==> config.mk <==
export PLATFORM = sky130hd
export DESIGN_NAME = aud_xport_ctrl_flat
export DESIGN_NICKNAME = d
export VERILOG_FILES = /design/src/rtl/aud_ctrl_pkg.sv /design/src/rtl/aud_xport_ctrl_if.sv /design/src/rtl/aud_sat_counter.sv /design/src/rtl/aud_xport_ctrl.sv /design/src/flat_wrapper.sv
export SDC_FILE = /design/constraint.sdc
export NUM_CORES = 1
export LEC_CHECK = 0
export BUFFER_PORTS_ARGS = -buffer_cell sky130_fd_sc_hd__buf_2
export CORE_ASPECT_RATIO = 1.2
export CORE_MARGIN = 2
export CORE_UTILIZATION = 55
export DETAILED_ROUTE_END_ITERATION = 10
export PLACE_DENSITY = 0.78
export SYNTH_ARGS = -nofsm -noshare
export SYNTH_HDL_FRONTEND = slang
export SYNTH_SLANG_ARGS = --single-unit
==> constraint.sdc <==
create_clock -name i_clk -period 10.24 [get_ports i_clk]
set_clock_uncertainty 0.05 [all_clocks]
set_input_delay 0 -clock i_clk [delete_from_list [all_inputs] [get_ports i_clk]]
set_output_delay 0 -clock i_clk [all_outputs]
set_load 0.1 [all_outputs]
==> src/rtl/aud_ctrl_pkg.sv <==
// Shared types and constants for the audio transport controller.
package aud_ctrl_pkg;
  typedef enum logic [2:0] {
    ST_IDLE, ST_INIT, ST_STOPPED, ST_DSP, ST_WAIT, ST_PAUSED
  } xport_state_e;

  localparam logic MODE_PLAY = 1'b0;
  localparam logic MODE_RECD = 1'b1;

  localparam int SPD_MIN      = 1;
  localparam int SPD_MAX_DEF  = 15;
  localparam int SPD_INIT_DEF = 8;

  function automatic int clog2_min1(input int n);
    return (n > 1) ? $clog2(n) : 1;
  endfunction
endpackage

==> src/rtl/aud_xport_ctrl_if.sv <==
// DSP and player/recorder handshake bundle between the controller and the datapath.
interface aud_xport_ctrl_if #(
  parameter int CH    = 2,
  parameter int ADV_W = 4
);
  localparam int CHW = (CH > 1) ? $clog2(CH) : 1;

  logic             dsp_clear;
  logic             dsp_start;
  logic [CHW-1:0]   dsp_ch;
  logic             dsp_fin;
  logic [ADV_W-1:0] dsp_adv;
  logic             io_start;
  logic             io_fin;

  modport master (output dsp_clear, dsp_start, dsp_ch, io_start,
                  input  dsp_fin, dsp_adv, io_fin);
  modport slave  (input  dsp_clear, dsp_start, dsp_ch, io_start,
                  output dsp_fin, dsp_adv, io_fin);
endinterface

==> src/rtl/aud_sat_counter.sv <==
// Up/down counter clamped to [MIN, MAX]; simultaneous inc and dec hold the value.
module aud_sat_counter #(
  parameter int W    = 4,
  parameter int MIN  = 1,
  parameter int MAX  = 15,
  parameter int INIT = 8
) (
  input  logic         i_clk,
  input  logic         i_rst_n,
  input  logic         i_inc,
  input  logic         i_dec,
  output logic [W-1:0] o_val
);
  localparam logic [W-1:0] VMIN  = W'(MIN);
  localparam logic [W-1:0] VMAX  = W'(MAX);
  localparam logic [W-1:0] VINIT = W'(INIT);

  always_ff @(posedge i_clk or negedge i_rst_n) begin
    if (!i_rst_n)                                o_val <= VINIT;
    else if (i_inc && !i_dec && o_val != VMAX)   o_val <= o_val + W'(1);
    else if (i_dec && !i_inc && o_val != VMIN)   o_val <= o_val - W'(1);
  end
endmodule

==> src/rtl/aud_xport_ctrl.sv <==
// Audio transport controller: sequences per-channel DSP/IO handshakes per frame,
// owns the frame address and recorded length, and handles stop/pause/loop/speed.
module aud_xport_ctrl
  import aud_ctrl_pkg::*;
#(
  parameter int CH       = 2,
  parameter int ADDR_W   = 20,
  parameter int SPD_W    = 4,
  parameter int SPD_MAX  = SPD_MAX_DEF,
  parameter int SPD_INIT = SPD_INIT_DEF,
  parameter int ADV_W    = 4
) (
  input  logic              i_clk,
  input  logic              i_rst_n,
  input  logic              i_mode,
  input  logic              i_interpol,
  input  logic              i_loop,
  input  logic              i_key_start,
  input  logic              i_key_stop,
  input  logic              i_key_up,
  input  logic              i_key_down,
  output logic              o_init_start,
  input  logic              i_init_fin,
  aud_xport_ctrl_if.master  bus,
  output logic [ADDR_W-1:0] o_addr,
  output logic [ADDR_W:0]   o_length,
  output logic              o_mode,
  output logic              o_interpol,
  output logic              o_loop,
  output logic [SPD_W-1:0]  o_speed,
  output logic              o_running,
  output logic              o_paused
);
  localparam int CHW = clog2_min1(CH);
  localparam logic [CHW-1:0] LAST_CH = CHW'(CH - 1);

  xport_state_e     state, nxt;
  logic [CHW-1:0]   ch_q, ch_d;
  logic [ADDR_W-1:0] addr_d;
  logic [ADDR_W:0]  len_d, n_addr;
  logic [ADV_W-1:0] adv_q;
  logic             intp_d, loop_d, mode_d;
  logic             dsp_clear_q, dsp_start_q, io_start_q, dsp_start_d, io_start_d;
  logic             stop_p, pause_p, up_p, dn_p;
  logic             stop_any, pause_any, up_any, dn_any;
  logic             spd_inc, spd_dec, frame_end, recd, play_end;

  assign recd      = (o_mode == MODE_RECD);
  assign stop_any  = stop_p  | i_key_stop;
  assign pause_any = pause_p | i_key_start;
  assign up_any    = up_p    | i_key_up;
  assign dn_any    = dn_p    | i_key_down;
  assign n_addr    = {1'b0, o_addr} + (recd ? (ADDR_W+1)'(1) : (ADDR_W+1)'(adv_q));
  assign play_end  = (n_addr >= o_length);

  always_ff @(posedge i_clk or negedge i_rst_n) begin
    if (!i_rst_n) state <= ST_IDLE;
    else          state <= nxt;
  end

  always_comb begin
    nxt = state;  ch_d = ch_q;  addr_d = o_addr;  len_d = o_length;
    mode_d = o_mode;  intp_d = o_interpol;  loop_d = o_loop;
    dsp_start_d = 1'b0;  io_start_d = 1'b0;  spd_inc = 1'b0;  spd_dec = 1'b0;
    frame_end = 1'b0;
    unique case (state)
      ST_IDLE: nxt = ST_INIT;
      ST_INIT: if (i_init_fin) nxt = ST_STOPPED;
      ST_STOPPED: begin
        mode_d = i_mode;  intp_d = i_interpol;  loop_d = i_loop;
        spd_inc = i_key_up;  spd_dec = i_key_down;
        if (i_key_start && !i_key_stop && !(i_mode == MODE_PLAY && o_length == '0)) begin
          nxt = ST_DSP;  ch_d = '0;  dsp_start_d = 1'b1;
        end
      end
      ST_DSP: if (bus.dsp_fin) begin
        nxt = ST_WAIT;  io_start_d = 1'b1;
      end
      ST_WAIT: if (bus.io_fin) begin
        if (ch_q != LAST_CH) begin
          nxt = ST_DSP;  ch_d = ch_q + CHW'(1);  dsp_start_d = 1'b1;
        end else begin
          frame_end = 1'b1;
          spd_inc = up_any;  spd_dec = dn_any;
          intp_d = i_interpol;  loop_d = i_loop;
          if (stop_any || (recd && n_addr[ADDR_W])) begin
            nxt = ST_STOPPED;
            if (recd) len_d = n_addr;
          end else if (!recd && play_end && !o_loop) begin
            nxt = ST_STOPPED;
          end else begin
            // A loop wrap restarts from frame 0 but still honours a pending pause.
            addr_d = (!recd && play_end) ? '0 : n_addr[ADDR_W-1:0];
            if (pause_any) nxt = ST_PAUSED;
            else begin
              nxt = ST_DSP;  ch_d = '0;  dsp_start_d = 1'b1;
            end
          end
        end
      end
      ST_PAUSED: begin
        intp_d = i_interpol;  spd_inc = i_key_up;  spd_dec = i_key_down;
        if (i_key_stop) begin
          nxt = ST_STOPPED;
          if (recd) len_d = {1'b0, o_addr};
        end else if (i_key_start) begin
          nxt = ST_DSP;  ch_d = '0;  dsp_start_d = 1'b1;
        end
      end
      default: nxt = ST_IDLE;
    endcase
    if (nxt == ST_STOPPED) addr_d = '0;
  end

  always_ff @(posedge i_clk or negedge i_rst_n) begin
    if (!i_rst_n) begin
      o_init_start <= 1'b0;  dsp_clear_q <= 1'b0;  dsp_start_q <= 1'b0;  io_start_q <= 1'b0;
      ch_q <= '0;  o_addr <= '0;  o_length <= '0;  adv_q <= '0;
      o_mode <= MODE_RECD;  o_interpol <= 1'b0;  o_loop <= 1'b0;
      o_running <= 1'b0;  o_paused <= 1'b0;
      stop_p <= 1'b0;  pause_p <= 1'b0;  up_p <= 1'b0;  dn_p <= 1'b0;
    end else begin
      o_init_start <= (nxt == ST_INIT);
      dsp_clear_q  <= (nxt == ST_STOPPED);
      o_running    <= (nxt == ST_DSP) || (nxt == ST_WAIT);
      o_paused     <= (nxt == ST_PAUSED);
      dsp_start_q  <= dsp_start_d;
      io_start_q   <= io_start_d;
      ch_q <= ch_d;  o_addr <= addr_d;  o_length <= len_d;
      o_mode <= mode_d;  o_interpol <= intp_d;  o_loop <= loop_d;
      if (state == ST_DSP && bus.dsp_fin && !recd && ch_q == LAST_CH) adv_q <= bus.dsp_adv;
      if ((state == ST_DSP || state == ST_WAIT) && !frame_end) begin
        stop_p <= stop_any;  pause_p <= pause_any;  up_p <= up_any;  dn_p <= dn_any;
      end else begin
        stop_p <= 1'b0;  pause_p <= 1'b0;  up_p <= 1'b0;  dn_p <= 1'b0;
      end
    end
  end

  assign bus.dsp_clear = dsp_clear_q;
  assign bus.dsp_start = dsp_start_q;
  assign bus.dsp_ch    = ch_q;
  assign bus.io_start  = io_start_q;

  aud_sat_counter #(.W(SPD_W), .MIN(SPD_MIN), .MAX(SPD_MAX), .INIT(SPD_INIT)) u_speed (
    .i_clk  (i_clk),
    .i_rst_n(i_rst_n),
    .i_inc  (spd_inc),
    .i_dec  (spd_dec),
    .o_val  (o_speed)
  );
endmodule

==> src/flat_wrapper.sv <==
// flat-port wrapper written by rule: the top's interface ports become plain ports
module aud_xport_ctrl_flat import aud_ctrl_pkg::*;
#(
  parameter int CH       = 2,
  parameter int ADDR_W   = 20,
  parameter int SPD_W    = 4,
  parameter int SPD_MAX  = SPD_MAX_DEF,
  parameter int SPD_INIT = SPD_INIT_DEF,
  parameter int ADV_W    = 4
)
  (i_clk, i_rst_n, i_mode, i_interpol, i_loop, i_key_start, i_key_stop, i_key_up, i_key_down, o_init_start, i_init_fin, o_addr, o_length, o_mode, o_interpol, o_loop, o_speed, o_running, o_paused, bus_dsp_clear, bus_dsp_start, bus_dsp_ch, bus_io_start, bus_dsp_fin, bus_dsp_adv, bus_io_fin);
  aud_xport_ctrl_if #(.CH(CH), .ADV_W(ADV_W)) bus_i ();
  input  logic i_clk;
  input  logic i_rst_n;
  input  logic i_mode;
  input  logic i_interpol;
  input  logic i_loop;
  input  logic i_key_start;
  input  logic i_key_stop;
  input  logic i_key_up;
  input  logic i_key_down;
  output logic o_init_start;
  input  logic i_init_fin;
  output logic [ADDR_W-1:0] o_addr;
  output logic [ADDR_W:0] o_length;
  output logic o_mode;
  output logic o_interpol;
  output logic o_loop;
  output logic [SPD_W-1:0] o_speed;
  output logic o_running;
  output logic o_paused;
  output wire logic [$bits(bus_i.dsp_clear)-1:0] bus_dsp_clear;
  output wire logic [$bits(bus_i.dsp_start)-1:0] bus_dsp_start;
  output wire logic [$bits(bus_i.dsp_ch)-1:0] bus_dsp_ch;
  output wire logic [$bits(bus_i.io_start)-1:0] bus_io_start;
  input wire logic [$bits(bus_i.dsp_fin)-1:0] bus_dsp_fin;
  input wire logic [$bits(bus_i.dsp_adv)-1:0] bus_dsp_adv;
  input wire logic [$bits(bus_i.io_fin)-1:0] bus_io_fin;
  assign bus_dsp_clear = bus_i.dsp_clear;
  assign bus_dsp_start = bus_i.dsp_start;
  assign bus_dsp_ch = bus_i.dsp_ch;
  assign bus_io_start = bus_i.io_start;
  assign bus_i.dsp_fin = bus_dsp_fin;
  assign bus_i.dsp_adv = bus_dsp_adv;
  assign bus_i.io_fin = bus_io_fin;
  aud_xport_ctrl #(.CH(CH), .ADDR_W(ADDR_W), .SPD_W(SPD_W), .SPD_MAX(SPD_MAX), .SPD_INIT(SPD_INIT), .ADV_W(ADV_W)) u_core (.i_clk(i_clk), .i_rst_n(i_rst_n), .i_mode(i_mode), .i_interpol(i_interpol), .i_loop(i_loop), .i_key_start(i_key_start), .i_key_stop(i_key_stop), .i_key_up(i_key_up), .i_key_down(i_key_down), .o_init_start(o_init_start), .i_init_fin(i_init_fin), .bus(bus_i), .o_addr(o_addr), .o_length(o_length), .o_mode(o_mode), .o_interpol(o_interpol), .o_loop(o_loop), .o_speed(o_speed), .o_running(o_running), .o_paused(o_paused));
endmodule
==> impl_metrics.tcl, run 1 <==
set metrics [dict create \
    post_cts_buffers 0 \
    synth.area.mux_share_pct 1.73 \
    initial_core_util_pct 56.9 \
    syn_area_um2 4410 \
    drv_slew 0 \
    relSlewSlack_pct 37.2 \
    cts_tree "yes" \
    synthesis.nets 561 \
    finalPower_uw 1290 \
    num_io_pins 71 \
    hold_slack_ns 0.0723 \
    power_density_nw_per_um2 252 \
    ys_seq_area_share_pct 37.5 \
    clkPwrFrac_pct 19.7 \
    intPower_uw 619 \
    status "finished with violations" \
    rsz0062_at_grt "false" \
    grt_remaining_overflow 0 \
    antenna_left 0 \
    portBuffers 70 \
    numCtsBuffers 9 \
    wl_met3_um 503 \
    crit_path_end_kind "flip-flop" \
    power.net_switching_uw 671 \
    antenna_found_initial 0 \
    syn_avg_cell_area_um2 8.55 \
    hpwl_mm 8.60 \
    drt-initial-drc-count 294 \
    hold_path_end "u_core.stop_p$_DFF_PN0_" \
    crit_fanout 22 \
    worstHoldStart "bus_io_fin" \
    fin_nets 637 \
    fin_crit_sh_pct 51.0 \
    diodes 0 \
    fillers 657 \
    gp_congestion 0.917 \
    core_um2 7750 \
    synth_xor_area_share_pct 4.96 \
    layout_commonest_cell "buf_2" \
    r2r_end "u_core.o_addr[18]$_DFFE_PN0P_" \
    highest_layer "met4" \
    reg2reg_from "u_core.o_mode$_DFFE_PN1N_" \
    met1_length_mm 4.59 \
    cts.path.max_buffers 2 \
    clkTransAtPathRegs_ns 0.07 \
    ff2ff_setup_slack_ns 5.02 \
    synthSimpleGateAreaFrac_pct 23.5 \
    hold_path_depth 4 \
    synthArstFlopShare_pct 100 \
    start_kind "flip-flop" \
    multiInputGateArea_um2 2480 \
    reg2reg_depth 18 \
    cpPeakStageDelay_ns 0.75 \
    violations "DRC" \
    rows 35 \
    synth_compound_area_share_pct 17.6 \
    grt_pass1_wl_mm 19.0 \
    synth_edf_count 0 \
    yosys_warnings 0 \
    crit_slowest_cell "a21oi_2" \
    synth_top_family_by_area "simple AND/OR/NAND/NOR gates" \
    cts_root_buf "clkbuf_8" \
    p_sw_share_pct 52.0 \
    grt_pass1_vias 3938 \
    synth_seq_cells 66 \
    synthFlopType "dfrtp_1" \
    crit_family "compound AO/OA/AOI/OAI gates" \
    drt-total-wl_mm 11.8 \
    max-vdd-ir-drop_mv 0.283 \
    yosysUniqueCellTypes 62 \
    fmax_mhz 191 \
    p_leak_uw 0.00255 \
    clock_latency_ns 0.36 \
    seq_area_um2 1650 \
    layout_common_cells "buf_2, dfrtp_1, nor2_1" \
    crit_chain "or2_2 -> ha_1 -> inv_1 -> fa_1 -> nor2b_1 -> o31a_1 -> nand3_1 -> or2_2 -> and2_1 -> or2_1 -> ha_1 -> a21o_1 -> a21o_1 -> a221oi_1 -> o211ai_2 -> a21oi_2 -> o21ai_0 -> a21oi_1" \
    critPathRequiredTime_ns 10.48 \
    dieArea_um2 8760 \
    drt_first_pass_iters 8 \
    min_period_ns 5.22 \
    p_comb_share_pct 50.2 \
    drive_gt1_share_pct 21.8 \
    wl_met2_mm 5.92 \
    cts.sinks 66 \
    synthAdderAreaFrac_pct 8.39 \
    worstHoldPathType "input port to flip-flop" \
    num_vias 4071 \
    synthToLayoutAreaGrowth_pct 16.3 \
    syn_inst 516 \
    arrival_ns 5.46 \
    die_w_um 85.8 \
    tightest_slew_ns 0.942 \
    wl_per_cell_um 17.1 \
    h-tree-depth 3 \
    hold_viol 0 \
    viasPerCell 5.91 \
    setup_viol 0 \
    cts-resized-gates 0 \
    worst-path-buf-inv 1 \
    drc 4 \
    grt_use_total_pct 28.4 \
    cap_violations 0 \
    die_height_um 102 \
    setup-tns-final_ns 0 \
    path_class "flip-flop to flip-flop" \
    pwr-share-seq_pct 30.1 \
    grt_max_degree 67 \
]
-- synth_stat cells, types with 2 or more instances --
cell type | n | area share [%]
nand2b_1 | 5 | 0.71
o21ai_0 | 26 | 2.9
nor2b_1 | 8 | 1.1
inv_1 | 38 | 3.2
nand3_2 | 2 | 0.45
and2_1 | 9 | 1.3
buf_6 | 5 | 1.3
a211oi_1 | 3 | 0.51
nor4_1 | 7 | 0.99
o31a_1 | 2 | 0.40
nand3b_1 | 2 | 0.34
ha_1 | 28 | 7.9
xor2_1 | 8 | 1.6
dfrtp_1 | 64 | 36
a22oi_1 | 6 | 1.0
nor3b_1 | 2 | 0.34
mux2i_1 | 2 | 0.45
nand2_1 | 57 | 4.8
o211ai_1 | 2 | 0.34
nor3_1 | 5 | 0.57
or2_2 | 15 | 2.1
a221oi_1 | 2 | 0.40
dfstp_2 | 2 | 1.2
nor2_1 | 61 | 5.2
a31oi_1 | 3 | 0.43
o21a_1 | 2 | 0.34
or4_1 | 2 | 0.34
mux2_2 | 5 | 1.3
o21ai_1 | 7 | 0.79
xnor2_1 | 17 | 3.4
buf_2 | 6 | 0.68
nand4_1 | 11 | 1.6
clkbuf_1 | 8 | 0.68
buf_4 | 3 | 0.51
a21o_1 | 4 | 0.68
o22ai_1 | 5 | 0.71
and3_1 | 6 | 0.85
a21oi_1 | 34 | 3.9
nand3_1 | 12 | 1.4
o21ai_2 | 8 | 1.6
-- per-stage QoR --
step / setup WS [ns] / util (%) / cell area [um2] / cells
floorplan: 5.32 / - / 4410 / 516
global placement: 5.26 / 61.4 / 4760 / 659
detailed placement: 5.08 / 61.4 / 4760 / 659
CTS: 5.06 / 66.2 / 5130 / 689
global route: 4.65 / 66.2 / 5130 / 689
finish: 5.02 / 66.2 / 5130 / 689
-- kinds of logic after synthesis --
family / count (synthesis)
buffers and inverters: 60
muxes: 7
and+or+nand+nor: 210
xor gates and xnor gates: 25
AOI/OAI and AO/OA: 119
adders and majority gates: 29
DFF: 66
-- state kept, by name, indices dropped and copies added (netlist names), 3 cells and up --
signal                cells
u_core.o_length          21
u_core.state              3
u_core.u_speed.o_val      4
u_core.adv_q              4
u_core.o_addr            20
-- layout make-up --
class / count / area share, %
clock buffers: 11 / 2.76
clock inverters: 5 / 1.68
inverters: 38 / 2.78
multi-input cells: 390 / 48.3
flip-flops and latches: 66 / 32.3
well taps: 92 / 2.24
repair buffers: 87 / 10.0
-- tightest hold or removal path, cell delays in order --
cell and delay, ns:
buf_2 0.11, nand2_1 0.10, a2bb2oi_1 0.13, nor2_1 0.09
-- layer usage --
| metal | vias to the layer above | global-route usage, % |
|---|---|---|
| li1 | 1932 | - |
| met4 | 0 | 20.6 |
| met1 | 1934 | 31.4 |
| met5 | - | 0 |
| met3 | 53 | 4.20 |
| met2 | 152 | 49.8 |
-- worst max path at each step --
stage / cells past startpoint / to / from / slack (ns)
CTS: 18 / u_core.o_addr[8]$_DFFE_PN0P_ / u_core.o_mode$_DFFE_PN1N_ / 5.06
global placement: 18 / u_core.o_addr[8]$_DFFE_PN0P_ / u_core.o_mode$_DFFE_PN1N_ / 5.26
global route: 18 / u_core.o_addr[7]$_DFFE_PN0P_ / u_core.o_mode$_DFFE_PN1N_ / 4.65
finish: 18 / u_core.o_addr[18]$_DFFE_PN0P_ / u_core.o_mode$_DFFE_PN1N_ / 5.02
floorplan: 18 / u_core.o_addr[17]$_DFFE_PN0P_ / u_core.o_mode$_DFFE_PN1N_ / 5.32
detailed placement: 18 / u_core.o_addr[15]$_DFFE_PN0P_ / u_core.o_mode$_DFFE_PN1N_ / 5.08
-- power groups by stage --
| stage | clock (uW) | combinational (uW) | sequential [uW] |
|---|---|---|---|
| floorplan | 0 | 250 | 655 |
| CTS | 257 | 647 | 387 |
| global placement | 0 | 630 | 388 |
| global route | 268 | 691 | 396 |
| finish | 254 | 648 | 388 |
| detailed placement | 0 | 641 | 391 |
-- repair_timing --
item	4_1_cts	5_1_grt
hold buffers	14	0
setup endpoints to repair	0	0
hold endpoints to repair	77	0
(Power assumes the default switching activity.)
==> run 2, diff against run 1 <==
clock period = 5.3 ns   (was 10.24 ns; I/O delays follow)
==> run 2 against run 1 <==
  * The run still ends with DRC left
  * Cell count rose by 0.87%
  * Sequential power increased by 92%
  * Utilization increased by 0.18 points
  * Global-route usage down 0.18 points
  * Maximum frequency up 6.6%
  * Clock power increased by 72%
  * Clock-buffer cell count is the same
  * Non-clock buffer count is 6 higher
  * Largest power group unchanged
  * Highest routed layer unchanged
==> impl_metrics.tcl, run 2 (synthesized netlist as in run 1, its figures left out) <==
set metrics [dict create \
    status "finished with violations" \
    violations "DRC" \
    gp_congestion 0.903 \
    hold_slack_ns 0.0980 \
    setup-tns-final_ns 0 \
    viasPerCell 5.82 \
    drv_slew 0 \
    startpoint "u_core.o_mode$_DFFE_PN1N_" \
    rsz0062_at_grt "false" \
    grt_max_degree 67 \
    grt_use_total_pct 28.3 \
    hpwl_mm 8.57 \
    cts.sinks 66 \
    grt_pass1_vias 4094 \
    finalPower_uw 2430 \
    largest_register_ffs 21 \
    stdcell_count 695 \
    reg2reg_from "u_core.o_mode$_DFFE_PN1N_" \
    relSlewSlack_pct 43.5 \
    antenna_found_initial 0 \
    min_period_ns 4.90 \
    p_leak_uw 0.00256 \
    pre_cts_ws_ns 0.337 \
    max_flop_register "u_core.o_length" \
    crit_slowest_cell "dfstp_2" \
    diodes 0 \
    initial_core_util_pct 56.9 \
    drt-total-wl_mm 11.7 \
    crit_path_end_kind "flip-flop" \
    die_height_um 102 \
    dieArea_um2 8760 \
    crit_fanout 21 \
    num_io_pins 71 \
    hold_viol 0 \
    cp-endpoint "u_core.o_addr[13]$_DFFE_PN0P_" \
    grt_remaining_overflow 0 \
    core_um2 7750 \
    clock_latency_ns 0.34 \
    power_density_nw_per_um2 472 \
    wl_per_cell_um 16.9 \
    numCtsBuffers 9 \
    fin_crit_sh_pct 92.5 \
    fmax_mhz 204 \
    dp.cells 662 \
    setup_slack_ns 0.399 \
    path_class "flip-flop to flip-flop" \
    reg2reg_depth 18 \
    synthToLayoutAreaGrowth_pct 16.6 \
    num_vias 4042 \
    cts-resized-gates 0 \
    max-vdd-ir-drop_mv 0.541 \
    drt-initial-drc-count 252 \
    clkTransAtPathRegs_ns 0.07 \
    cts.path.max_buffers 2 \
    arrival_ns 5.07 \
    portBuffers 70 \
    drt_first_pass_iters 8 \
    rows 35 \
    cts_tree "yes" \
    worstHoldPathType "input port to flip-flop" \
    drive_gt1_share_pct 22.6 \
    h-tree-depth 3 \
    fin_nets 643 \
    cts_root_buf "clkbuf_8" \
    antenna_left 0 \
    die_w_um 85.8 \
    layout_common_cells "buf_2, dfrtp_1, nor2_1" \
    crit_chain "inv_1 -> nand2_1 -> inv_1 -> ha_1 -> a21o_1 -> a21oi_1 -> o21bai_1 -> nand4_1 -> and2_1 -> or2_2 -> ha_1 -> nand4_1 -> or4_1 -> o211ai_2 -> a21boi_4 -> a211oi_2 -> buf_4 -> a21oi_1" \
    cap_violations 0 \
    setup_viol 0 \
    ff2ff_setup_slack_ns 0.40 \
    cpPeakStageDelay_ns 0.60 \
    drc 4 \
    grt_pass1_wl_mm 19.3 \
    tightest_slew_ns 0.848 \
    critPathRequiredTime_ns 5.47 \
    start_kind "flip-flop" \
    r2r_end "u_core.o_addr[13]$_DFFE_PN0P_" \
    layout_commonest_cell "buf_2" \
    reg_top3 "u_core.o_length: 21 flops, u_core.o_addr: 20 flops" \
]
-- run 2: cell count changes in the layout (fill, tap and decap cells not counted) --
cell | before | now
bufinv_16 | 2 | 1
inv_6 | 1 | 0
clkinv_2 | 0 | 2
buf_4 | 3 | 9
clkinvlp_4 | 0 | 2
clkinv_4 | 2 | 0
-- run 2: report_power, final --
| part | total [uW] | internal, uW | switching, uW | leakage [uW] |
|---|---|---|---|---|
| Sequential | 744 | 621 | 123 | 0.000866 |
| Clock | 436 | 229 | 207 | 0.0000953 |
| Combinational | 1250 | 294 | 954 | 0.00160 |
-- run 2: critical path, delay by kind of cell (launching register included) --
family | cells | cell delay (ns)
DFF | 1 | 0.60
buffers and inverters | 3 | 0.47
adders and majority gates | 2 | 0.59
and+or+nand+nor | 6 | 1.66
AOI/OAI and AO/OA | 7 | 1.39
-- run 2: area by class of cell --
| class | count | area, um2 |
|---|---|---|
| fillers | 664 | 2610 |
| multi-input cells | 390 | 2480 |
| flip-flops and latches | 66 | 1650 |
| repair buffers | 93 | 558 |
| inverters | 38 | 143 |
| clock buffers | 11 | 141 |
| well taps | 92 | 115 |
| clock inverters | 5 | 55.1 |
-- run 2: timing repair --
action                                 4_1_cts  5_1_grt
hold buffers                                14        0
setup buffers                                0        3
endpoints found under the hold margin       77        0
setup endpoints to repair                    0       20
-- run 2: worst min path at each step --
stage	startpoint	endpoint	cells past startpoint
floorplan	i_rst_n	u_core.adv_q[0]$_DFFE_PN0P_	0
global placement	i_loop	u_core.o_loop$_DFFE_PN0P_	2
detailed placement	i_rst_n	u_core.o_length[9]$_DFFE_PN0P_	2
CTS	bus_io_fin	u_core.stop_p$_DFF_PN0_	4
global route	bus_io_fin	u_core.up_p$_DFF_PN0_	4
finish	bus_io_fin	u_core.stop_p$_DFF_PN0_	4
-- run 2: stage by stage --
stage	instance area [um2]	util, %
CTS	5120	66.1
floorplan	4410	-
global route	5140	66.3
finish	5140	66.3
global placement	4780	61.7
detailed placement	4780	61.7
-- run 2: layer usage --
metal	vias up	global-route usage [%]	wire length (um)
met2	168	47.3	5720
met3	65	4.85	619
met5	-	0	0
li1	1944	-	-
met4	0	22.7	956
met1	1865	31.8	4450
